**src/rtl/cache_pkg.sv**
```systemverilog
// Shared types and helpers for the cache miss handler: FSM state encoding,
// a constant log2 helper and the address-offset constants of the default block geometry.
package cache_pkg;

    typedef enum logic [1:0] {
        IDLE = 2'd0,
        FILL = 2'd1,
        DONE = 2'd2
    } fillState_t;

    function automatic int clog2(input int value);
        int result;
        result = 0;
        for (int i = 0; i < 31; i++) begin
            if ((1 << i) < value) result = i + 1;
        end
        return result;
    endfunction

    // Byte-offset bits below the block boundary for a given geometry.
    function automatic int offBits(input int wordsPerBlock, input int dataW);
        return clog2(wordsPerBlock) + clog2(dataW / 8);
    endfunction

    localparam int DATA_W_DEF = 16;
    localparam int WPB_DEF    = 8;
    localparam int WORD_BYTES = DATA_W_DEF / 8;
    localparam int OFF        = offBits(WPB_DEF, DATA_W_DEF);

endpackage

```
**src/rtl/cache_fill_fsm_seq.sv**
```systemverilog
// Word-order generator: maps a request/receive count to a word index within
// the block, either linear or wrapped around the missed word.
module fill_word_seq
    import cache_pkg::*;
#(
    parameter int WORDS_PER_BLOCK = 8,
    parameter int CWF = 0,
    localparam int IDX_W = clog2(WORDS_PER_BLOCK)
) (
    input  logic [IDX_W-1:0] count,
    input  logic [IDX_W-1:0] missWord,
    output logic [IDX_W-1:0] wordIndex
);

    // Block size is a power of two, so the add wraps modulo WORDS_PER_BLOCK.
    always_comb begin
        wordIndex = count;
        if (CWF != 0) wordIndex = missWord + count;
    end

endmodule

```
**src/rtl/cache_fill_fsm.sv**
```systemverilog
// Cache miss handler: issues pipelined word reads for the missing block,
// streams returned words into the data array, then writes the tag.
//   state | meaning
//   IDLE  | waiting for a miss; base and missed word latched on entry to FILL
//   FILL  | requests issued back-to-back, responses written as they return
//   DONE  | single cycle tag/valid write, then back to IDLE
module cache_fill_fsm
    import cache_pkg::*;
#(
    parameter int ADDR_W = 16,
    parameter int DATA_W = 16,
    parameter int WORDS_PER_BLOCK = 8,
    parameter int CWF = 0,
    localparam int IDX_W = clog2(WORDS_PER_BLOCK)
) (
    input  logic              clk,
    input  logic              rst,
    input  logic              miss_detected,
    input  logic [ADDR_W-1:0] miss_address,
    output logic              fsm_busy,
    output logic              memory_req,
    output logic [ADDR_W-1:0] memory_address,
    input  logic              memory_data_valid,
    input  logic [DATA_W-1:0] memory_data,
    output logic              write_data_array,
    output logic [IDX_W-1:0]  fill_word_index,
    output logic [DATA_W-1:0] fill_data,
    output logic              critical_word_valid,
    output logic              write_tag_array
);

    localparam int BYTE_W = clog2(DATA_W / 8);
    localparam int CNT_W  = IDX_W + 1;
    localparam logic [CNT_W-1:0]  LAST     = CNT_W'(WORDS_PER_BLOCK);
    localparam logic [ADDR_W-1:0] OFF_MASK = ADDR_W'((1 << offBits(WORDS_PER_BLOCK, DATA_W)) - 1);

    fillState_t        state, stateNext;
    logic [ADDR_W-1:0] baseAddr, baseAddrNext;
    logic [IDX_W-1:0]  missWord, missWordNext;
    logic [CNT_W-1:0]  issueCnt, issueCntNext;
    logic [CNT_W-1:0]  recvCnt, recvCntNext;
    logic [IDX_W-1:0]  issueIdx, recvIdx;
    logic              acceptWord;

    fill_word_seq #(.WORDS_PER_BLOCK(WORDS_PER_BLOCK), .CWF(CWF)) issueSeq (
        .count    (issueCnt[IDX_W-1:0]),
        .missWord (missWord),
        .wordIndex(issueIdx)
    );

    fill_word_seq #(.WORDS_PER_BLOCK(WORDS_PER_BLOCK), .CWF(CWF)) recvSeq (
        .count    (recvCnt[IDX_W-1:0]),
        .missWord (missWord),
        .wordIndex(recvIdx)
    );

    always_ff @(posedge clk or posedge rst) begin
        if (rst) begin
            state    <= IDLE;
            baseAddr <= '0;
            missWord <= '0;
            issueCnt <= '0;
            recvCnt  <= '0;
        end else begin
            state    <= stateNext;
            baseAddr <= baseAddrNext;
            missWord <= missWordNext;
            issueCnt <= issueCntNext;
            recvCnt  <= recvCntNext;
        end
    end

    // Responses beyond the block's word count are dropped even while in FILL.
    assign acceptWord = (state == FILL) && memory_data_valid && (recvCnt < LAST);

    always_comb begin
        stateNext    = state;
        baseAddrNext = baseAddr;
        missWordNext = missWord;
        issueCntNext = issueCnt;
        recvCntNext  = recvCnt;
        case (state)
            IDLE: begin
                if (miss_detected) begin
                    stateNext    = FILL;
                    baseAddrNext = miss_address & ~OFF_MASK;
                    missWordNext = IDX_W'(miss_address >> BYTE_W);
                    issueCntNext = '0;
                    recvCntNext  = '0;
                end
            end
            FILL: begin
                if (issueCnt < LAST) issueCntNext = issueCnt + 1'b1;
                if (acceptWord) begin
                    recvCntNext = recvCnt + 1'b1;
                    if (recvCnt == LAST - 1'b1) stateNext = DONE;
                end
            end
            DONE:    stateNext = IDLE;
            default: stateNext = IDLE;
        endcase
    end

    assign fsm_busy            = (state != IDLE);
    assign memory_req          = (state == FILL) && (issueCnt < LAST);
    assign memory_address      = baseAddr | (ADDR_W'(issueIdx) << BYTE_W);
    assign write_data_array    = acceptWord;
    assign fill_word_index     = recvIdx;
    assign fill_data           = memory_data;
    assign critical_word_valid = acceptWord && (recvIdx == missWord);
    assign write_tag_array     = (state == DONE);

endmodule

```
**config.mk**
```make
export PLATFORM = sky130hd
export DESIGN_NAME = cache_fill_fsm
export DESIGN_NICKNAME = d
export VERILOG_FILES = /design/src/rtl/cache_pkg.sv /design/src/rtl/cache_fill_fsm_seq.sv /design/src/rtl/cache_fill_fsm.sv
export SDC_FILE = /design/constraint.sdc
export NUM_CORES = 1
export LEC_CHECK = 0
export ABC_CLOCK_PERIOD_IN_PS = 2000
export BUFFER_PORTS_ARGS = -buffer_cell sky130_fd_sc_hd__buf_2
export CAP_MARGIN = 20
export CORE_ASPECT_RATIO = 0.75
export CORE_MARGIN = 2
export CORE_UTILIZATION = 43
export CTS_CLUSTER_DIAMETER = 120
export DETAILED_ROUTE_END_ITERATION = 12
export MAX_ROUTING_LAYER = met4
export PLACE_DENSITY = 0.81
export SETUP_SLACK_MARGIN = 0.15
export SLEW_MARGIN = 20
export SYNTH_ARGS = -nofsm -noshare
export SYNTH_HDL_FRONTEND = slang
export SYNTH_SLANG_ARGS = --single-unit
```
**constraint.sdc**
```tcl
create_clock -name clk -period 2 [get_ports clk]
set_clock_uncertainty 0.05 [all_clocks]
set_input_delay 0.4 -clock clk [delete_from_list [all_inputs] [get_ports clk]]
set_output_delay 0.4 -clock clk [all_outputs]
set_load 0.03 [all_outputs]
```
==> results.tsv <==
metric	value	unit
numCtsBuffers	3	
cts_tree	yes	
syn_inst	109	
crit_buf_inv	1	
drt-pass1-iter-count	4	
design_area	1490	µm²
die_x	67.6	µm
hold_viol_final	0	
antenna_found_initial	0	
die-area	3500	µm²
drc	0	
antenna_left	0	
cap_violations	0	
wl_per_cell	14.0	µm
area_growth	14.3	%
min_period_over_period	90.7	%
yosys.area.top_type	dfrtp_1	
syn_avg_cell_area	12.0	µm²
core.rowCount	17	
ys_seq_area_share	47.9	%
setup-violations-final	0	
crit_type	reg2out	
slew_viol_final	0	
synth_nets	147	
finalNonFillerCells	172	
start_util	44.8	%
n_antenna_cell	0	
dp_hpwl	1780	µm
power_per_cell_area	1800	nW/µm²
tns	0	ns
final_util	51.2	%
critPathCaptureType	output port	
drive_gt1_share	55.2	%
drt_wl_total	2420	µm
chipHeight	51.7	µm
fin_crit	1.81	ns
worst_slack	0.186	ns
p_leak	0.749	nW
ys.flop_type	dfrtp_1	
grt_max_degree	20	
dpl.cell_count	165	
critPathLaunchType	flip-flop	
fp.coreArea	2910	µm²
drt_iter0_drc	21	
vias	869	
path_delay_family	flip-flops	
io_buffers	41	
ys.warnings.count	0	
async_reset_ff_share	100	%
synth.most_common_cell	dfrtp_1	
fill_cells	248	
cp.arrival	1.36	ns
synth_edf_count	0	
path_cells	xor2_1 > nor4_4 > buf_4	
grt_pass1_vias	867	
grt_pass1_wl	3790	µm
cpPeakStageDelay	0.45	ns
cts.root.buffer_cell	clkbuf_8	
synthDominantCellAreaShare	47.9	%
syn_area	1310	µm²
io_pins	76	
fin_nets	173	
grtUsageTotal	15.2	%
peakVddDrop	0.470	mV
outcome	complete, no violations	
clock_latency	0.27	ns
htreeDepth	1	
gr-total-overflow	0	
clk_pin_slew	0.08	ns
ys_ff_latch	25	
cp_max_fo	5	
netlist_top_cells_area	dfrtp_1, buf_4, mux2_2	
rsz0062_at_grt	yes	
dpl_cell_area	1400	µm²
cts_buffer_depth	2	
cp_data_required_time	1.55	ns
regArea	628	µm²
cts.sinks	25	
place_congestion	0.692	
fmax	0.551	GHz
synthTopCellsByCount	dfrtp_1, buf_4, mux2_2	
pre_cts_ws	0.200	ns
worst_hold_path_type	in2async	
multi_input_area	497	µm²
vias_per_cell	5.05	
slowest_stage	dfrtp_2	
synth.distinct_cells	29	
## sequential cells by signal, summed over array words and instances, names as in the netlist
name,count
baseAddr,12
issueCnt,4
missWord,3
recvCnt,4
state,2
## placed cells by master (no fill, tap or decap)
| master | instances |
|---|---|
| buf_2 | 39 |
| a41oi_1 | 1 |
| o31ai_1 | 2 |
| mux2_4 | 6 |
| inv_1 | 4 |
| ha_1 | 2 |
| nand2_1 | 2 |
| xnor2_1 | 1 |
| conb_1 | 1 |
| mux2_2 | 10 |
| o21ai_0 | 2 |
| or2_2 | 1 |
| nand2b_1 | 1 |
| o211ai_1 | 1 |
| clkinvlp_4 | 1 |
| or3b_1 | 1 |
| dfrtp_2 | 2 |
| nand3b_1 | 1 |
| nand4_1 | 1 |
| clkbuf_8 | 3 |
| nor4_4 | 1 |
| nand4bb_4 | 1 |
| xor2_1 | 3 |
| a31o_2 | 1 |
| clkbuf_4 | 1 |
| a22o_1 | 3 |
| nand4b_1 | 1 |
| nand3_1 | 3 |
| and4bb_2 | 1 |
| nor2_1 | 7 |
| buf_4 | 7 |
| dfrtp_1 | 23 |
## where the power goes
group          internal, W  total (W)  switching [W]
sequential        0.000754   0.000945       0.000192
clock             0.000141   0.000298       0.000156
combinational     0.000601    0.00144       0.000844
## logic make-up after synthesis
logic type               after synthesis  share of synthesized area [%]
AO/OA/AOI/OAI                         10                           5.85
XOR/XNOR                               4                           2.69
adder cells (fa/ha/maj)                2                           1.92
buffers and inverters                 30                           16.4
flip-flops                            25                           47.9
multiplexers                          16                           15.5
other                                  1                          0.287
AND/OR/NAND/NOR                       21                           9.40
## timing repair
item,4_1_cts,5_1_grt
buffers inserted,2,1
hold buffers,0,0
gates resized for setup,3,3
pin swaps,2,0
setup endpoints to repair,2,2
## through the flow
step                power (W)  hold slack [ns]
global placement      0.00228            0.363
global route          0.00286            0.121
CTS                   0.00269           0.0902
finish                0.00269           0.0801
floorplan             0.00212            0.377
detailed placement    0.00234            0.390
## layer usage
metal	global-route usage (%)	part of all wire [%]
met4	9.86	3.2
met2	24.0	48
met3	4.55	9.3
met1	16.8	40
met5	-	0
## cell type report
type | count | share of cell area [%]
clock buffers | 3 | 2.77
well taps | 38 | 3.19
repair buffers | 47 | 17.1
multi-input cells | 54 | 33.3
inverters | 4 | 1.01
flip-flops and latches | 25 | 42.1
clock inverters | 1 | 0.503
## path summary, 6_finish.rpt
path / startpoint / end / slack (ns) / cells after the start
max: recvCnt[1] / critical_word_valid / 0.19 / 3
min: rst / baseAddr[7] / 0.08 / 2
max reg2reg: state[1] / baseAddr[4] / 0.39 / 4
min reg2reg: baseAddr[12] / baseAddr[12] / 0.46 / 1
max in group asynchronous: rst / recvCnt[0] / 1.26 / 3
min in group clk: miss_address[5] / baseAddr[5] / 0.31 / 2
No activity file was read; power rests on OpenSTA's default activity.
